File: src/rtl/sdram_port_arbiter_if.sv
// ----------------------------------------------------------------------------
// sdram_port_arbiter_if
//
// Purpose:
//   Groups the requester-side and controller-side signals of the SDRAM host
//   port arbiter into a single bundle. Signal names keep the controller pin
//   naming (i* = into the arbiter, o* = out of the arbiter).
//
// Modports:
//   slave  - the arbiter itself (drives o*, samples i*)
//   master - the surrounding logic: requesters plus controller FIFO port
//
// Signals:
//   iREQ[1:0]      burst request per requester, level-sensitive
//   iDIR[1:0]      burst direction per requester (0 write, 1 read)
//   iSTB[1:0]      per-requester word strobe
//   iWDATA0/1      write data from requester 0 / 1
//   oGNT[1:0]      one-hot grant or 0
//   oRDATA         read data, broadcast to both requesters
//   oRVALID[1:0]   per-requester read-data valid
//   oWR, oWR_DATA  write strobe and data to the controller
//   oRD            read strobe to the controller
//   iRD_DATA       read data from the controller
//   oBUSY          arbiter not idle
//   oTIMEOUT[1:0]  sticky per-requester timeout flag
// ----------------------------------------------------------------------------
interface sdram_port_arbiter_if #(
    parameter int DATA_W = 16
);
    logic [1:0]        iREQ;
    logic [1:0]        iDIR;
    logic [1:0]        iSTB;
    logic [DATA_W-1:0] iWDATA0;
    logic [DATA_W-1:0] iWDATA1;
    logic [1:0]        oGNT;
    logic [DATA_W-1:0] oRDATA;
    logic [1:0]        oRVALID;
    logic              oWR;
    logic [DATA_W-1:0] oWR_DATA;
    logic              oRD;
    logic [DATA_W-1:0] iRD_DATA;
    logic              oBUSY;
    logic [1:0]        oTIMEOUT;

    modport slave (
        input  iREQ, iDIR, iSTB, iWDATA0, iWDATA1, iRD_DATA,
        output oGNT, oRDATA, oRVALID, oWR, oWR_DATA, oRD, oBUSY, oTIMEOUT
    );

    modport master (
        output iREQ, iDIR, iSTB, iWDATA0, iWDATA1, iRD_DATA,
        input  oGNT, oRDATA, oRVALID, oWR, oWR_DATA, oRD, oBUSY, oTIMEOUT
    );
endinterface

File: src/rtl/sdram_port_arbiter.sv
// ----------------------------------------------------------------------------
// sdram_port_arbiter
//
// Purpose:
//   Shares the single host-side FIFO port of the SDRAM controller between two
//   requesters. Whole bursts of BURST_LEN words are granted round-robin; write
//   strobes/data are routed to the controller and read data is routed back to
//   the requester that issued the reads. A drain gap of RD_LAT+1 cycles after
//   every burst guarantees that all read data of a burst has returned before
//   another requester can be granted.
//
// Ports:
//   iCLK     test clock, all logic on the rising edge
//   iRST_n   synchronous active-low reset
//   bus      sdram_port_arbiter_if.slave (requester + controller signals)
//
// Parameters:
//   DATA_W     data width (SDRAM DQ width)
//   BURST_LEN  words per grant, 2..511
//   RD_LAT     cycles from oRD to valid iRD_DATA, 1..4
//   TIMEOUT    idle cycles tolerated inside a grant (timeout build only)
//
// Build option:
//   SDRAM_ARB_TIMEOUT_EN  when defined, a grant that sees TIMEOUT consecutive
//                         cycles without an accepted word is revoked and the
//                         owner's oTIMEOUT bit is set (sticky until reset).
//                         When undefined, oTIMEOUT is tied to 0 and a stalled
//                         requester keeps the grant indefinitely.
//
// States:
//   state   | meaning
//   --------+---------------------------------------------------------------
//   S_IDLE  | no grant; arbitrate among iREQ
//   S_GRANT | one requester owns the port, words are counted
//   S_DRAIN | grant dropped, waiting RD_LAT+1 cycles for read data in flight
// ----------------------------------------------------------------------------
module sdram_port_arbiter #(
    parameter int DATA_W    = 16,
    parameter int BURST_LEN = 128,
    parameter int RD_LAT    = 1,
    parameter int TIMEOUT   = 4096
) (
    input  logic                 iCLK,
    input  logic                 iRST_n,
    sdram_port_arbiter_if.slave  bus
);

    localparam int DCW = $clog2(RD_LAT + 1);

    // Elaboration-time parameter range checks.
    if (BURST_LEN < 2 || BURST_LEN > 511) begin : g_bad_burst_len
        $error("sdram_port_arbiter: BURST_LEN must be in 2..511");
    end
    if (RD_LAT < 1 || RD_LAT > 4) begin : g_bad_rd_lat
        $error("sdram_port_arbiter: RD_LAT must be in 1..4");
    end
    if (TIMEOUT < 1) begin : g_bad_timeout
        $error("sdram_port_arbiter: TIMEOUT must be at least 1");
    end

    typedef enum logic [1:0] {
        S_IDLE  = 2'd0,
        S_GRANT = 2'd1,
        S_DRAIN = 2'd2
    } state_t;

    state_t r_state;
    state_t w_state_nxt;

    // Grant bookkeeping
    logic              r_gnt_idx;     // index of the current owner
    logic              r_dir;         // direction latched at grant time
    logic [1:0]        r_gnt;
    logic [8:0]        r_cnt;         // accepted words in this burst
    logic              r_last;        // last owner, used for tie-break
    logic [DCW-1:0]    r_drain_cnt;

    // Controller side
    logic              r_wr;
    logic [DATA_W-1:0] r_wr_data;
    logic              r_rd;
    logic              r_rd_idx;      // owner of the read strobe in r_rd

    // Read return: tag pipeline aligned with the controller read latency
    logic [RD_LAT-1:0] r_tag_vld;
    logic [RD_LAT-1:0] r_tag_idx;
    logic [DATA_W-1:0] r_rdata;
    logic [1:0]        r_rvalid;

    // Combinational decode
    logic              w_win;
    logic              w_acc;
    logic              w_last;
    logic              w_tmo;
    logic              w_done;
    logic              w_busy;

    // ------------------------------------------------------------------------
    // State register
    // ------------------------------------------------------------------------
    always_ff @(posedge iCLK) begin
        if (!iRST_n) begin
            r_state <= S_IDLE;
        end else begin
            r_state <= w_state_nxt;
        end
    end

    // ------------------------------------------------------------------------
    // Next-state logic
    // ------------------------------------------------------------------------
    always_comb begin
        w_state_nxt = r_state;
        case (r_state)
            S_IDLE: begin
                if (|bus.iREQ) begin
                    w_state_nxt = S_GRANT;
                end
            end
            S_GRANT: begin
                if (w_done) begin
                    w_state_nxt = S_DRAIN;
                end
            end
            S_DRAIN: begin
                if (r_drain_cnt == '0) begin
                    w_state_nxt = S_IDLE;
                end
            end
            default: begin
                w_state_nxt = S_IDLE;
            end
        endcase
    end

    // ------------------------------------------------------------------------
    // Output / decode logic
    // ------------------------------------------------------------------------
    always_comb begin
        w_win  = 1'b0;
        w_acc  = 1'b0;
        w_last = 1'b0;
        w_done = 1'b0;
        w_busy = (r_state != S_IDLE);

        // A lone requester wins; on a tie the one not served last wins.
        case (bus.iREQ)
            2'b01:   w_win = 1'b0;
            2'b10:   w_win = 1'b1;
            2'b11:   w_win = ~r_last;
            default: w_win = 1'b0;
        endcase

        if (r_state == S_GRANT) begin
            w_acc = bus.iSTB[r_gnt_idx];
        end
        w_last = w_acc && (r_cnt == 9'(BURST_LEN - 1));
        w_done = w_last || w_tmo;
    end

    // ------------------------------------------------------------------------
    // Grant, strobe routing and read-return datapath
    // ------------------------------------------------------------------------
    always_ff @(posedge iCLK) begin
        if (!iRST_n) begin
            r_gnt_idx   <= 1'b0;
            r_dir       <= 1'b0;
            r_gnt       <= 2'b00;
            r_cnt       <= '0;
            r_last      <= 1'b1;
            r_drain_cnt <= '0;
            r_wr        <= 1'b0;
            r_wr_data   <= '0;
            r_rd        <= 1'b0;
            r_rd_idx    <= 1'b0;
            r_tag_vld   <= '0;
            r_tag_idx   <= '0;
            r_rdata     <= '0;
            r_rvalid    <= 2'b00;
        end else begin
            r_wr     <= 1'b0;
            r_rd     <= 1'b0;
            r_rvalid <= 2'b00;

            case (r_state)
                S_IDLE: begin
                    if (|bus.iREQ) begin
                        r_gnt_idx <= w_win;
                        r_dir     <= bus.iDIR[w_win];
                        r_gnt     <= w_win ? 2'b10 : 2'b01;
                        r_cnt     <= '0;
                    end
                end
                S_GRANT: begin
                    if (w_acc) begin
                        r_cnt <= r_cnt + 9'd1;
                        if (r_dir) begin
                            r_rd     <= 1'b1;
                            r_rd_idx <= r_gnt_idx;
                        end else begin
                            r_wr      <= 1'b1;
                            r_wr_data <= r_gnt_idx ? bus.iWDATA1 : bus.iWDATA0;
                        end
                    end
                    if (w_done) begin
                        r_gnt       <= 2'b00;
                        r_last      <= r_gnt_idx;
                        r_drain_cnt <= DCW'(RD_LAT);
                    end
                end
                S_DRAIN: begin
                    if (r_drain_cnt != '0) begin
                        r_drain_cnt <= r_drain_cnt - DCW'(1);
                    end
                end
                default: begin
                    r_gnt <= 2'b00;
                end
            endcase

            // The tag leaves the pipeline in the cycle the controller presents
            // the matching read word, so data and owner are captured together.
            r_tag_vld[0] <= r_rd;
            r_tag_idx[0] <= r_rd_idx;
            for (int k = 1; k < RD_LAT; k++) begin
                r_tag_vld[k] <= r_tag_vld[k-1];
                r_tag_idx[k] <= r_tag_idx[k-1];
            end
            if (r_tag_vld[RD_LAT-1]) begin
                r_rdata                        <= bus.iRD_DATA;
                r_rvalid[r_tag_idx[RD_LAT-1]]  <= 1'b1;
            end
        end
    end

    // ------------------------------------------------------------------------
    // Optional grant timeout
    // ------------------------------------------------------------------------
`ifdef SDRAM_ARB_TIMEOUT_EN
    localparam int TW = $clog2(TIMEOUT + 1);

    logic [TW-1:0] r_idle_cnt;
    logic [1:0]    r_timeout;

    // Fires on the idle cycle whose increment would bring the count to TIMEOUT.
    assign w_tmo = (r_state == S_GRANT) && !w_acc &&
                   (r_idle_cnt == TW'(TIMEOUT - 1));

    always_ff @(posedge iCLK) begin
        if (!iRST_n) begin
            r_idle_cnt <= '0;
            r_timeout  <= 2'b00;
        end else begin
            if (r_state != S_GRANT || w_acc) begin
                r_idle_cnt <= '0;
            end else begin
                r_idle_cnt <= r_idle_cnt + TW'(1);
            end
            if (w_tmo) begin
                r_timeout[r_gnt_idx] <= 1'b1;
            end
        end
    end

    assign bus.oTIMEOUT = r_timeout;
`else
    assign w_tmo        = 1'b0;
    assign bus.oTIMEOUT = 2'b00;
`endif

    // ------------------------------------------------------------------------
    // Outputs
    // ------------------------------------------------------------------------
    assign bus.oGNT     = r_gnt;
    assign bus.oWR      = r_wr;
    assign bus.oWR_DATA = r_wr_data;
    assign bus.oRD      = r_rd;
    assign bus.oRDATA   = r_rdata;
    assign bus.oRVALID  = r_rvalid;
    assign bus.oBUSY    = w_busy;

endmodule

File: src/flat_wrapper.sv
// flat-port wrapper written by rule: the top's interface ports become plain ports
module sdram_port_arbiter_flat 
#(
    parameter int DATA_W    = 16,
    parameter int BURST_LEN = 128,
    parameter int RD_LAT    = 1,
    parameter int TIMEOUT   = 4096
)
  (iCLK, iRST_n, bus_iREQ, bus_iDIR, bus_iSTB, bus_iWDATA0, bus_iWDATA1, bus_iRD_DATA, bus_oGNT, bus_oRDATA, bus_oRVALID, bus_oWR, bus_oWR_DATA, bus_oRD, bus_oBUSY, bus_oTIMEOUT);
  sdram_port_arbiter_if #(.DATA_W(DATA_W)) bus_i ();
  input  logic iCLK;
  input  logic iRST_n;
  input wire logic [$bits(bus_i.iREQ)-1:0] bus_iREQ;
  input wire logic [$bits(bus_i.iDIR)-1:0] bus_iDIR;
  input wire logic [$bits(bus_i.iSTB)-1:0] bus_iSTB;
  input wire logic [$bits(bus_i.iWDATA0)-1:0] bus_iWDATA0;
  input wire logic [$bits(bus_i.iWDATA1)-1:0] bus_iWDATA1;
  input wire logic [$bits(bus_i.iRD_DATA)-1:0] bus_iRD_DATA;
  output wire logic [$bits(bus_i.oGNT)-1:0] bus_oGNT;
  output wire logic [$bits(bus_i.oRDATA)-1:0] bus_oRDATA;
  output wire logic [$bits(bus_i.oRVALID)-1:0] bus_oRVALID;
  output wire logic [$bits(bus_i.oWR)-1:0] bus_oWR;
  output wire logic [$bits(bus_i.oWR_DATA)-1:0] bus_oWR_DATA;
  output wire logic [$bits(bus_i.oRD)-1:0] bus_oRD;
  output wire logic [$bits(bus_i.oBUSY)-1:0] bus_oBUSY;
  output wire logic [$bits(bus_i.oTIMEOUT)-1:0] bus_oTIMEOUT;
  assign bus_i.iREQ = bus_iREQ;
  assign bus_i.iDIR = bus_iDIR;
  assign bus_i.iSTB = bus_iSTB;
  assign bus_i.iWDATA0 = bus_iWDATA0;
  assign bus_i.iWDATA1 = bus_iWDATA1;
  assign bus_i.iRD_DATA = bus_iRD_DATA;
  assign bus_oGNT = bus_i.oGNT;
  assign bus_oRDATA = bus_i.oRDATA;
  assign bus_oRVALID = bus_i.oRVALID;
  assign bus_oWR = bus_i.oWR;
  assign bus_oWR_DATA = bus_i.oWR_DATA;
  assign bus_oRD = bus_i.oRD;
  assign bus_oBUSY = bus_i.oBUSY;
  assign bus_oTIMEOUT = bus_i.oTIMEOUT;
  sdram_port_arbiter #(.DATA_W(DATA_W), .BURST_LEN(BURST_LEN), .RD_LAT(RD_LAT), .TIMEOUT(TIMEOUT)) u_core (.iCLK(iCLK), .iRST_n(iRST_n), .bus(bus_i));
endmodule
File: config.mk
export PLATFORM = sky130hd
export DESIGN_NAME = sdram_port_arbiter_flat
export DESIGN_NICKNAME = d
export VERILOG_FILES = /design/src/rtl/sdram_port_arbiter_if.sv /design/src/rtl/sdram_port_arbiter.sv /design/src/flat_wrapper.sv
export SDC_FILE = /design/constraint.sdc
export NUM_CORES = 1
export LEC_CHECK = 0
export BUFFER_PORTS_ARGS = -buffer_cell sky130_fd_sc_hd__buf_2
export CORE_MARGIN = 2
export CORE_UTILIZATION = 51
export DETAILED_ROUTE_END_ITERATION = 8
export PLACE_DENSITY_LB_ADDON = 0.1
export SLEW_MARGIN = 10
export SYNTH_ARGS = -nofsm -noshare
export SYNTH_HDL_FRONTEND = slang
export SYNTH_SLANG_ARGS = --single-unit
File: constraint.sdc
create_clock -name iCLK -period 2.4 [get_ports iCLK]
set_input_delay 0.24 -clock iCLK [delete_from_list [all_inputs] [get_ports iCLK]]
set_output_delay 0.24 -clock iCLK [all_outputs]
set_load 0.05 [all_outputs]
# == After elaboration in Yosys (flattened, before gate mapping) ==
# Cells that the tools add are included.
# op_classes
n_bitwise,3
addsub,2
reduce_logical,17
eq_ne,9
magnitude_cmp,4
muxes,25
# op_table
op,n
$mux W9,2
$pmux W9 S2,1
$reduce_and A3 Y1,6
$mux W16,1
$mux W2,6
$pmux W2 S3,2
$mux W1,10
$add A9 B1 Y9 const B,1
$eq A9 B7 Y1 const B,1
$reduce_and A2 Y1,4
$eq A2 B2 Y1 const B,3
$lt A1 B2 Y1 const B,3
$ne A2 B1 Y1 const B,3
$reduce_bool A2 Y1,3
$pmux W1 S2,2
$not A1 Y1,3
$eq A2 B1 Y1 const B,1
$logic_and A1 B1 Y1,2
$logic_not A2 Y1,1
$ne A2 B2 Y1 const B,1
$reduce_or A2 Y1,1
$demux W1 S1,1
$ge A1 B1 Y1 const B,1
$sub A1 B1 Y1 const B,1
# totals
output_inout_bits,41
word_cells,75
register_bits,56

# == Depth between registers and ports, before layout ==
# Gate-level depths: netlist (run 1).
# logic_depth
depth_word,6
depth_mapped,5
mapped_depth_nobuf,5

# == Worst setup path after synthesis (run 1) ==
# No wires, ideal clock.
# synth_path
path_type,flip-flop to flip-flop
startpoint,register u_core.r_gnt_idx
endpoint,register u_core.r_cnt[0]
arrival_ps,1306
slack_ps,961
setup_time_ps,133
stages_incl_launch_ff,6
required_time_ps,2267
cell_sequence,dfxtp_1 > mux2_2 > a22oi_2 > buf_2 > or3_1 > a21oi_1
# synth_via
elab_chain_cells,5
# synth_rtl
item,line,rtl
from (decl),sdram_port_arbiter.sv:71,logic r_gnt_idx;
from (signal assigned),sdram_port_arbiter.sv:188,r_gnt_idx <= w_win;
$mux W1 (not written as such) (2 in a row),sdram_port_arbiter.sv:155,w_acc = bus.iSTB[r_gnt_idx];
$mux W1,sdram_port_arbiter.sv:154,if (r_state == S_GRANT) begin
$ne A2 B1 Y1 (no line),n/a,
$reduce_and A3 Y1 (no line),n/a,
to (signal assigned),sdram_port_arbiter.sv:196,r_cnt <= r_cnt + 9'd1;
to (decl),sdram_port_arbiter.sv:74,logic [8:0] r_cnt;
# Every way passes these cells. The select of a mux whose other input is x is not followed.
# A chain may end at the register's enable or synchronous reset.

# == Worst setup path in the final report (run 1) ==
# layout_path
startpoint,register u_core.r_state[0]
endpoint,register u_core.r_cnt[8]
# layout_via
elab_chain_cells,4
elab_cells_between_ends,8
cone_classes,eq/ne (3); mux (2); reduce/logical (3)
# layout_rtl
item,line,rtl
from (decl),sdram_port_arbiter.sv:67,state_t r_state;
from (signal assigned),sdram_port_arbiter.sv:105,r_state <= w_state_nxt;
$eq A2 B1 Y1,"sdram_port_arbiter.sv:154, sdram_port_arbiter.sv:185",
$mux W1,sdram_port_arbiter.sv:154,
$ne A2 B1 Y1 (no line),n/a,
$reduce_and A3 Y1 (no line),n/a,
# Several ways; a longest one is shown, not always the timed one.

==> out/metrics.cfg, run 1 <==
[synthesis]
synth_edf_count=0
synth_top_area_share_pct=48.8
synth_common_cells=56 x dfxtp_1, 42 x nor2_1, 36 x mux2i_1
synth_area_leaders=dfxtp_1 49%, mux2i_1 16%, nor2_1 6.9%, a211oi_1 5.2%, a21oi_1 2.0%
syn_avg_cell_area_um2=9.61
synth_async_sr_flop_share_pct=0
netlist_instances=239
synth.distinct_cells=43
syn_area_mm2=0.00230
yosys.cell_count.top_type=dfxtp_1
ys_warn_count=0
yosysSeqAreaShare_pct=48.8
synth_top_area_cell=dfxtp_1
synth_ff_type=dfxtp_1
ys_seq_elements=56

[placed_design]
io_buffers=94
hpwlAfterDp_um=3690
gp_congestion=0.779

[grt]
antenna_found_initial=0
grt_usage_pct=19.6
grt_max_degree=33
grt.overflow.total=0
grt_pass1_vias=1766
grt_pass1_wl_um=7990

[sta]
drv_slew=0
finalCritPeriodShare_pct=69.6
fmax_mhz=599
clock_skew_ns=0.00674
setup_viol=0
setup_tns_ns=0
period_minus_slack_ns=1.67
rsz0062_at_grt=false
tightest_slew_ns=0.564
finalHoldViolCount=0
slew_headroom_pct=62.4

[final_layout]
num_antenna_cells=0
multiInputGateArea_mm2=0.00109
fin_util_pct=66.5
drive_above_1_share_pct=33.7
nNetsFinal=388
seq_area_mm2=0.00112
area_growth_pct=26.1
n_fill_cell=361

[setup_path]
critPathCaptureType=flip-flop
cp_max_fo=15
startpoint_type=flip-flop
reg2reg_depth=4
timing.rr.start=u_core.r_state[0]
required_ns=2.65
worst_ep_arrival_time_ns=1.92
r2r-end=u_core.r_cnt[8]
critPathKind=reg -> reg
reg2reg_slack_ns=0.73

[clocking]
postCtsResizedCells=0
cts.clk_slew.worst_paths_ns=0.10
h-tree-depth=2
cts_hold_buf=0
insertion_delay_ns=0.31
root_buffer=clkbuf_8
cts_made_buffers=5
cts_tree=yes
post_cts_buffers=0
cts_sinks=56
cts.path.max_buffers=2

[detailed_routing]
drt_pass1_iterations=4
num_vias=1998
routedWlPerCell_um=12.6
drcViolationCount=0
first_iter_violations=125
vias_per_cell=5.20
wl_um=4820
ant_nets=0

[floorplan]
initial_core_util_pct=52.7
die-area_mm2=0.00505
die-width_um=71.1
core_area_mm2=0.00435
row_count=24
io_pins=97
die_h_um=71.1

[power_and_ir_drop]
ir_drop_uv=397
netSwitchingPower_mw=0.605
internal_power_mw=1.31
clkPwrFrac_pct=26.4
pwr-share-comb_pct=21.1
p_leak_nw=1.23
swShare_pct=31.6
p_seq_share_pct=52.5
p_per_area_mw_per_mm2=661

[min_path]
worstHoldStart=bus_iRD_DATA[5]
min_to=u_core.bus.oRDATA[5]
hold_class=in -> reg
holdPathStages=3

[flow_run]
maxCapViolations=0

[outcome]
status=finished, final reports clean

cell type report:
| class | instances | area share (%) |
|---|---|---|
| flip-flops and latches | 56 | 38.7 |
| multi-input cells | 164 | 37.8 |
| clock buffers | 6 | 2.51 |
| well taps | 52 | 2.25 |
| inverters | 5 | 0.648 |
| clock inverters | 2 | 0.562 |
| repair buffers | 99 | 17.5 |
stage by stage:
step | hold slack (ns) | worst slack [ns] | instance area, µm² | power, mW | instances
after global routing | 0.158 | 0.506 | 2900 | 2.00 | 384
after floorplan | 0.383 | 0.961 | 2300 | 1.32 | 240
final | 0.163 | 0.730 | 2900 | 1.91 | 384
after detailed placement | 0.393 | 0.744 | 2810 | 1.43 | 376
after CTS | 0.163 | 0.730 | 2900 | 1.93 | 384
after global placement | 0.390 | 0.804 | 2810 | 1.42 | 376
critical path, stage by stage (launching register included):
cell and delay (ns):
dfxtp_1 0.39, nor2_1 0.33, a22oi_2 0.24, or4_1 0.51, a21oi_1 0.14
state kept, by name (all words and copies together) (netlist names):
name                 cells
u_core.bus.oRDATA       16
u_core.bus.oWR_DATA     16
u_core.r_last            1
u_core.r_gnt_idx         1
u_core.r_drain_cnt       1
u_core.r_dir             1
u_core.bus.oRVALID       2
u_core.r_state           2
u_core.r_rd_idx          1
u_core.bus.oRD           1
u_core.r_tag_idx         1
u_core.bus.oWR           1
u_core.bus.oGNT          2
u_core.r_cnt             9
u_core.r_tag_vld         1
power groups by stage:
stage / Clock (mW) / Combinational, mW / Sequential [mW]
finish: 0.506 / 0.404 / 1.00
CTS: 0.520 / 0.408 / 1.00
global placement: 0 / 0.399 / 1.02
global route: 0.552 / 0.441 / 1.01
floorplan: 0 / 0.172 / 1.15
detailed placement: 0 / 0.408 / 1.03
kinds of logic (layout without fill, tap and decap cells):
logic type	count (synthesis)	after routing	synth area share (%)
and+or+nand+nor	82	82	17.4
DFF	56	56	48.8
AOI/OAI and AO/OA	41	41	12.5
muxes	37	37	16.2
buffers and inverters	20	112	3.98
adders and majority gates	1	1	0.545
other	1	2	0.163
xor gates and xnor gates	1	1	0.382
layout by cell type, fill, tap and decap left out, types with 2 or more instances in the layout:
cell type,count
nor2_1,42
conb_1,2
nand3_1,7
a21oi_1,9
o31ai_1,3
mux2i_1,36
nand4_1,4
dfxtp_1,56
or4_1,3
buf_4,5
inv_1,4
and2_1,2
nand2_1,9
a211oi_1,16
or3_1,4
buf_2,94
o21ai_1,2
a22oi_1,2
clkbuf_8,5
worst max path at each step:
stage | start | to | slack [ns] | cells after the start
5_1_grt | u_core.r_state[0] | u_core.r_cnt[7] | 0.51 | 4
2_1_floorplan | u_core.r_gnt_idx | u_core.r_cnt[0] | 0.96 | 5
3_3_place_gp | u_core.r_state[0] | u_core.r_cnt[8] | 0.80 | 4
6_report | u_core.r_state[0] | u_core.r_cnt[8] | 0.73 | 4
4_1_cts | u_core.r_state[0] | u_core.r_cnt[8] | 0.73 | 4
3_5_place_dp | u_core.r_state[0] | u_core.r_cnt[8] | 0.74 | 4
per-layer routing:
layer	GRT usage, %	wire length [µm]	vias up
met1	24.4	2100	890
li1	-	-	1030
met5	0	0	-
met4	4.40	41	0
met3	6.70	381	6
met2	33.0	2300	72
Power figures use the tool's default switching activity.
==> run 2, diff against run 1 <==
--- a/config.mk
+++ b/config.mk
@@ -7,7 +7,7 @@
 export LEC_CHECK = 0
 export BUFFER_PORTS_ARGS = -buffer_cell sky130_fd_sc_hd__buf_2
 export CORE_MARGIN = 2
-export CORE_UTILIZATION = 51
+export CORE_UTILIZATION = 43
 export DETAILED_ROUTE_END_ITERATION = 8
 export PLACE_DENSITY_LB_ADDON = 0.1
 export SLEW_MARGIN = 10
==> constraint.sdc (replaced) <==
create_clock -name iCLK -period 1.4 [get_ports iCLK]
set_input_delay 0.14 -clock iCLK [delete_from_list [all_inputs] [get_ports iCLK]]
set_output_delay 0.14 -clock iCLK [all_outputs]
set_load 0.05 [all_outputs]
==> run 2 against run 1 <==
  * The flow now finishes with violations (setup timing)
  * Hold slack got worse by 0.11 ns
  * Highest routed layer unchanged
  * Register-to-register slack got worse by 0.76 ns
  * Critical endpoint is now u_core.r_cnt[4]
  * Cell area grew 19%
  * Clock skew shrank 0.00074 ns
==> out/metrics.cfg, run 2 (synthesis gave the netlist of run 1 again) <==
[detailed_routing]
drt_pass1_iterations=4  ; unchanged
ant_nets=0  ; unchanged
first_iter_violations=60  ; was 125
drcViolationCount=0  ; unchanged
num_vias=2159  ; was 1998
vias_per_cell=5.01  ; was 5.20
wl_um=5750  ; was 4820 µm
routedWlPerCell_um=13.3  ; was 12.6 µm

[setup_path]
startpoint=u_core.r_state[1]  ; was u_core.r_state[0]
critPathKind=reg -> reg  ; unchanged
endpoint=u_core.r_cnt[4]  ; was u_core.r_cnt[8]
reg2reg_slack_ns=-0.03  ; was 0.73 ns
cp_cell_sequence=and2b_2 > a22oi_2 > buf_6 > buf_4 > or3_1 > a21oi_2  ; was nor2_1 > a22oi_2 > or4_1 > a21oi_1
r2r-end=u_core.r_cnt[4]  ; was u_core.r_cnt[8]
timing.rr.start=u_core.r_state[1]  ; was u_core.r_state[0]
startpoint_type=flip-flop  ; unchanged
cp.depth=6  ; was 4
critPathSlowestCell=dfxtp_2  ; was or4_1
cp_max_fo=6  ; was 15
path_buf_inv=2  ; was 0
critPathMaxStageDelay_ns=0.35  ; was 0.51 ns
required_ns=1.65  ; was 2.65 ns
reg2reg_depth=6  ; was 4
worst_ep_arrival_time_ns=1.68  ; was 1.92 ns
critPathCaptureType=flip-flop  ; unchanged
crit_family=simple AND/OR/NAND/NOR gates  ; unchanged

[floorplan]
die-area_mm2=0.00594  ; was 0.00505 mm²
initial_core_util_pct=44.7  ; was 52.7%
io_pins=97  ; unchanged
core_area_mm2=0.00514  ; was 0.00435 mm²
die-width_um=77.1  ; was 71.1 µm
row_count=26  ; was 24
die_h_um=77.1  ; was 71.1 µm

[sta]
finalCritPeriodShare_pct=102  ; was 69.6%
finalWorstSetupSlack_ns=-0.0337  ; was 0.730 ns
clock_skew_ns=0.00600  ; was 0.00674 ns
setup_viol=5  ; was 0
fmax_mhz=698  ; was 599 MHz
period_minus_slack_ns=1.43  ; was 1.67 ns
drv_slew=0  ; unchanged
rsz0062_at_grt=true  ; was false
finalHoldViolCount=0  ; unchanged

[flow_run]
maxCapViolations=0  ; unchanged

[power_and_ir_drop]
p_per_area_mw_per_mm2=1080  ; was 661 mW/mm²
p_leak_nw=1.44  ; was 1.23 nW
ir_drop_uv=642  ; was 397 µV

[clocking]
cts.path.max_buffers=2  ; unchanged
h-tree-depth=2  ; unchanged
cts.clk_slew.worst_paths_ns=0.10  ; about the same
cts_sinks=56  ; unchanged
cts_tree=yes  ; unchanged
cts_made_buffers=5  ; unchanged
insertion_delay_ns=0.31  ; about the same
root_buffer=clkbuf_8  ; unchanged

[grt]
grt_max_degree=20  ; was 33
grt_usage_pct=19.3  ; was 19.6%
grt_pass1_vias=2060  ; was 1766
antenna_found_initial=0  ; unchanged
grt.overflow.total=0  ; unchanged
grt_pass1_wl_um=9310  ; was 7990 µm

[final_layout]
fin_util_pct=66.9  ; was 66.5%
drive_above_1_share_pct=50.1  ; was 33.7%
seq_area_mm2=0.00114  ; was 0.00112 mm²
num_antenna_cells=0  ; unchanged
final_cell_mix=94 x buf_2, 48 x dfxtp_1, 41 x nor2_1, 35 x mux2i_1, 27 x buf_4  ; was 94 x buf_2, 56 x dfxtp_1, 42 x nor2_1, 36 x mux2i_1, 16 x a211oi_1
n_fill_cell=447  ; was 361
area_growth_pct=49.8  ; was 26.1%
multiInputGateArea_mm2=0.00129  ; was 0.00109 mm²
nNetsFinal=417  ; was 388
final_common_cell=buf_2  ; unchanged

[min_path]
hold_class=in -> reg  ; unchanged
worstHoldStart=bus_iRD_DATA[4]  ; was bus_iRD_DATA[5]

[outcome]
violations=setup timing
status=complete, but fails checks  ; was finished, final reports clean

[placed_design]
io_buffers=94  ; unchanged
gp_congestion=0.842  ; was 0.779
dp_slack_ns=-0.129  ; was 0.744 ns
hpwlAfterDp_um=3840  ; was 3690 µm

## run 2: changes by cell type in the layout (fill, tap and decap cells not counted), moves of 2 or more
| cell | before | now |
|---|---|---|
| a211oi_1 | 16 | 0 |
| a211oi_2 | 0 | 16 |
| a21oi_1 | 9 | 5 |
| a21oi_2 | 0 | 4 |
| buf_4 | 5 | 27 |
| buf_6 | 0 | 4 |
| dfxtp_1 | 56 | 48 |
| dfxtp_2 | 0 | 5 |
| dfxtp_4 | 0 | 3 |
| or4_1 | 3 | 1 |
| or4_4 | 0 | 2 |
## run 2: what timing repair did
action                     CTS  global route
pin swaps                   10             6
setup endpoints to repair   23            30
hold buffers                 0             0
setup buffers                5             1
gates resized for setup     29            27
gates cloned                 1             1
## run 2: layout make-up
class | count | share of cell area, %
Multi-Input combinational cell | 164 | 37.6
Sequential cell | 56 | 33.1
Timing Repair Buffer | 128 | 23.0
Tap cell | 70 | 2.55
Clock buffer | 6 | 2.11
Clock inverter | 2 | 1.13
Inverter | 5 | 0.546
## run 2: worst min-delay path by stage
stage                             to  slack, ns  cells past startpoint
6_report        u_core.bus.oRDATA[4]       0.06                      3
5_1_grt        u_core.bus.oRDATA[15]       0.05                      3
4_1_cts         u_core.bus.oRDATA[4]       0.06                      3
3_5_place_dp   u_core.bus.oRDATA[12]       0.39                      3
3_3_place_gp    u_core.bus.oRDATA[0]       0.38                      3
2_1_floorplan   u_core.bus.oRDATA[0]       0.29                      2
## run 2: power breakdown
| part | switching [mW] | leakage (nW) | total, mW | internal, mW |
|---|---|---|---|---|
| clock network | 0.530 | 0.0558 | 1.07 | 0.541 |
| registers | 0.0512 | 0.459 | 1.72 | 1.67 |
| logic | 0.569 | 0.926 | 0.933 | 0.364 |
## run 2: worst reg2reg max path: cells and delay by family (launching register included)
family / cells / cell delay [ns]
AOI/OAI and AO/OA: 2 / 0.22
DFF: 1 / 0.35
and+or+nand+nor: 2 / 0.54
buffers and inverters: 2 / 0.27
## run 2: per-layer routing
layer  share of wire, %  track usage, %  up-vias  routed length, µm
li1                   -               -     1084                  -
met3                5.7            5.18        8                329
met1                 46            24.2     1003               2630
met4                1.6            5.89        0                 91
met2                 47            32.5       64               2700
met5                  0               0        -                  0
## run 2: per-stage QoR
stage               setup TNS, ns  cells  hold slack [ns]  area [µm²]  power, mW
floorplan                -0.00915    240            0.287        2300       2.26
global placement           -0.209    416            0.378        3010       2.53
detailed placement         -0.534    416            0.386        3010       2.54
CTS                        -0.110    429           0.0551        3300       3.71
global route                -1.03    431           0.0466        3440       3.90
finish                    -0.0893    431           0.0562        3440       3.72
==> run 3, diff against run 2 <==
==> constraint.sdc (replaced) <==
create_clock -name iCLK -period 1.2 [get_ports iCLK]
set_input_delay 0.12 -clock iCLK [delete_from_list [all_inputs] [get_ports iCLK]]
set_output_delay 0.12 -clock iCLK [all_outputs]
set_load 0.05 [all_outputs]
==> run 3 against run 2 <==
  * The flow still finishes with violations (setup timing)
  * Sequential share of layout area decreased by 2.5 points
  * Hold slack worse by 0.015 ns
  * Routed wire length is 9.0% higher
  * Clock-buffer cell count is the same
  * Global-route usage down 0.16 points
  * Via count increased by 4.4%
  * Setup slack worse by 0.33 ns
  * Sequential power grew 17%
  * Highest routed layer unchanged
  * Sequential cell count is the same
  * Cell area increased by 7.8%
==> out/metrics.cfg, run 3 (synthesis gave the netlist of run 1 again) <==
[clocking]
insertion_delay_ns=0.31  ; about the same
cts.clk_slew.worst_paths_ns=0.10  ; about the same
cts_sinks=56  ; unchanged
h-tree-depth=2  ; unchanged
root_buffer=clkbuf_8  ; unchanged
cts_hold_buf=0  ; unchanged
cts.path.max_buffers=2  ; unchanged
cts_made_buffers=5  ; unchanged
cts_tree=yes  ; unchanged

[grt]
grt_pass1_vias=2135  ; was 2060
grt.overflow.total=0  ; unchanged
grt_max_degree=31  ; was 20
grt_usage_pct=19.2  ; was 19.3%
grt_pass1_wl_um=9380  ; was 9310 µm
antenna_found_initial=0  ; unchanged

[outcome]
status=complete, but fails checks  ; unchanged
violations=setup timing  ; unchanged

[final_layout]
final_common_cell=buf_2  ; unchanged
multiInputGateArea_mm2=0.00136  ; was 0.00129 mm²
drive_above_1_share_pct=55.5  ; was 50.1%
n_fill_cell=420  ; was 447
design_area_mm2=0.00371  ; was 0.00344 mm²
fin_util_pct=72.2  ; was 66.9%
nNetsFinal=441  ; was 417
final_cell_mix=94 x buf_2, 49 x dfxtp_1, 40 x buf_4, 35 x mux2i_1, 33 x nor2_1  ; was 94 x buf_2, 48 x dfxtp_1, 41 x nor2_1, 35 x mux2i_1, 27 x buf_4
seq_area_mm2=0.00113  ; was 0.00114 mm²
area_growth_pct=61.5  ; was 49.8%
num_antenna_cells=0  ; unchanged

[min_path]
hold_class=in -> reg  ; unchanged

[detailed_routing]
first_iter_violations=50  ; was 60
vias_per_cell=4.97  ; was 5.01
drcViolationCount=0  ; unchanged
num_vias=2255  ; was 2159
drt_pass1_iterations=4  ; unchanged
ant_nets=0  ; unchanged
wl_um=6260  ; was 5750 µm
routedWlPerCell_um=13.8  ; was 13.3 µm

[floorplan]
io_pins=97  ; unchanged
row_count=26  ; unchanged
core_area_mm2=0.00514  ; unchanged
die-area_mm2=0.00594  ; unchanged
die-width_um=77.1  ; unchanged
initial_core_util_pct=44.7  ; unchanged
die_h_um=77.1  ; unchanged

[setup_path]
worst_ep_arrival_time_ns=1.81  ; was 1.68 ns
startpoint_type=flip-flop  ; unchanged
critPathKind=reg -> reg  ; unchanged
cp_max_fo=4  ; was 6
critPathCaptureType=flip-flop  ; unchanged
required_ns=1.45  ; was 1.65 ns

[power_and_ir_drop]
p_leak_nw=1.59  ; was 1.44 nW
p_per_area_mw_per_mm2=1160  ; was 1080 mW/mm²
finalPower_mw=4.31  ; was 3.72 mW
ir_drop_uv=834  ; was 642 µV

[placed_design]
gp_congestion=0.819  ; was 0.842
dpl_cell_area_mm2=0.00316  ; was 0.00301 mm²
hpwlAfterDp_um=3950  ; was 3840 µm
io_buffers=94  ; unchanged

[sta]
setup_tns_ns=-8.30  ; was -0.0893 ns
rsz0062_at_grt=true  ; unchanged
period_minus_slack_ns=1.57  ; was 1.43 ns
fmax_mhz=638  ; was 698 MHz
drv_slew=0  ; unchanged
finalHoldViolCount=0  ; unchanged
finalWorstSetupSlack_ns=-0.366  ; was -0.0337 ns
setup_viol=35  ; was 5
clock_skew_ns=0.00581  ; was 0.00600 ns
finalCritPeriodShare_pct=131  ; was 102%

[flow_run]
maxCapViolations=0  ; unchanged

==> run 3: cell count changes in the layout (fill, tap and decap cells not counted), sizes merged <==
cell,change
nor3,+1
clkbuf,+1
clkinv,+1
inv,-1
buf,+22
bufinv,-1
==> run 3: power by group <==
group          switching [mW]  internal, mW
registers              0.0679          1.95
clock network           0.602         0.462
logic                   0.726         0.499
total                    1.40          2.91
==> run 3: metrics by stage <==
step | hold WS (ns) | cells | worst slack (ns)
global placement | 0.358 | 430 | -0.457
finish | 0.0415 | 454 | -0.366
detailed placement | 0.365 | 430 | -0.516
CTS | 0.0428 | 445 | -0.341
global route | 0.0484 | 454 | -0.400
floorplan | 0.267 | 240 | -0.0997
==> run 3: repair_timing <==
item	CTS	global route
buffers inserted	6	9
setup endpoints to repair	35	37
cloned	2	2
gates resized for setup	17	44
pin swaps	10	24
==> run 3: critical path, cell delays in order (launching register included) <==
cell and delay (ns):
dfxtp_4 0.38, buf_6 0.12, mux2_4 0.20, a22oi_2 0.10, buf_4 0.16, or4_4 0.42, a21oi_2 0.14
==> run 3: layer usage <==
layer | global-route usage (%) | vias to the layer above | wire (µm)
li1 | - | 1139 | -
met1 | 24.2 | 1045 | 2820
met2 | 33.5 | 66 | 3110
met3 | 3.76 | 5 | 286
met4 | 4.82 | 0 | 45
met5 | 0 | - | 0
==> run 3: area by class of cell <==
| type | count | share of cell area, % |
|---|---|---|
| multi-input combinational | 165 | 36.7 |
| clock buffer | 6 | 2.23 |
| inverter | 5 | 0.506 |
| clock inverter | 1 | 0.236 |
| tap | 70 | 2.36 |
| timing repair buffer | 151 | 27.4 |
| sequential | 56 | 30.6 |
==> run 3: worst paths after layout <==
path,endpoint,slack (ns),startpoint,cells past startpoint
worst max-delay path,u_core.r_cnt[7],-0.37,u_core.r_gnt_idx,6
worst min-delay path,u_core.bus.oRDATA[3],0.04,bus_iRD_DATA[3],3
worst max register to register,u_core.r_cnt[7],-0.37,u_core.r_gnt_idx,6
worst min register to register,u_core.bus.oRVALID[0],0.43,u_core.r_tag_idx,1
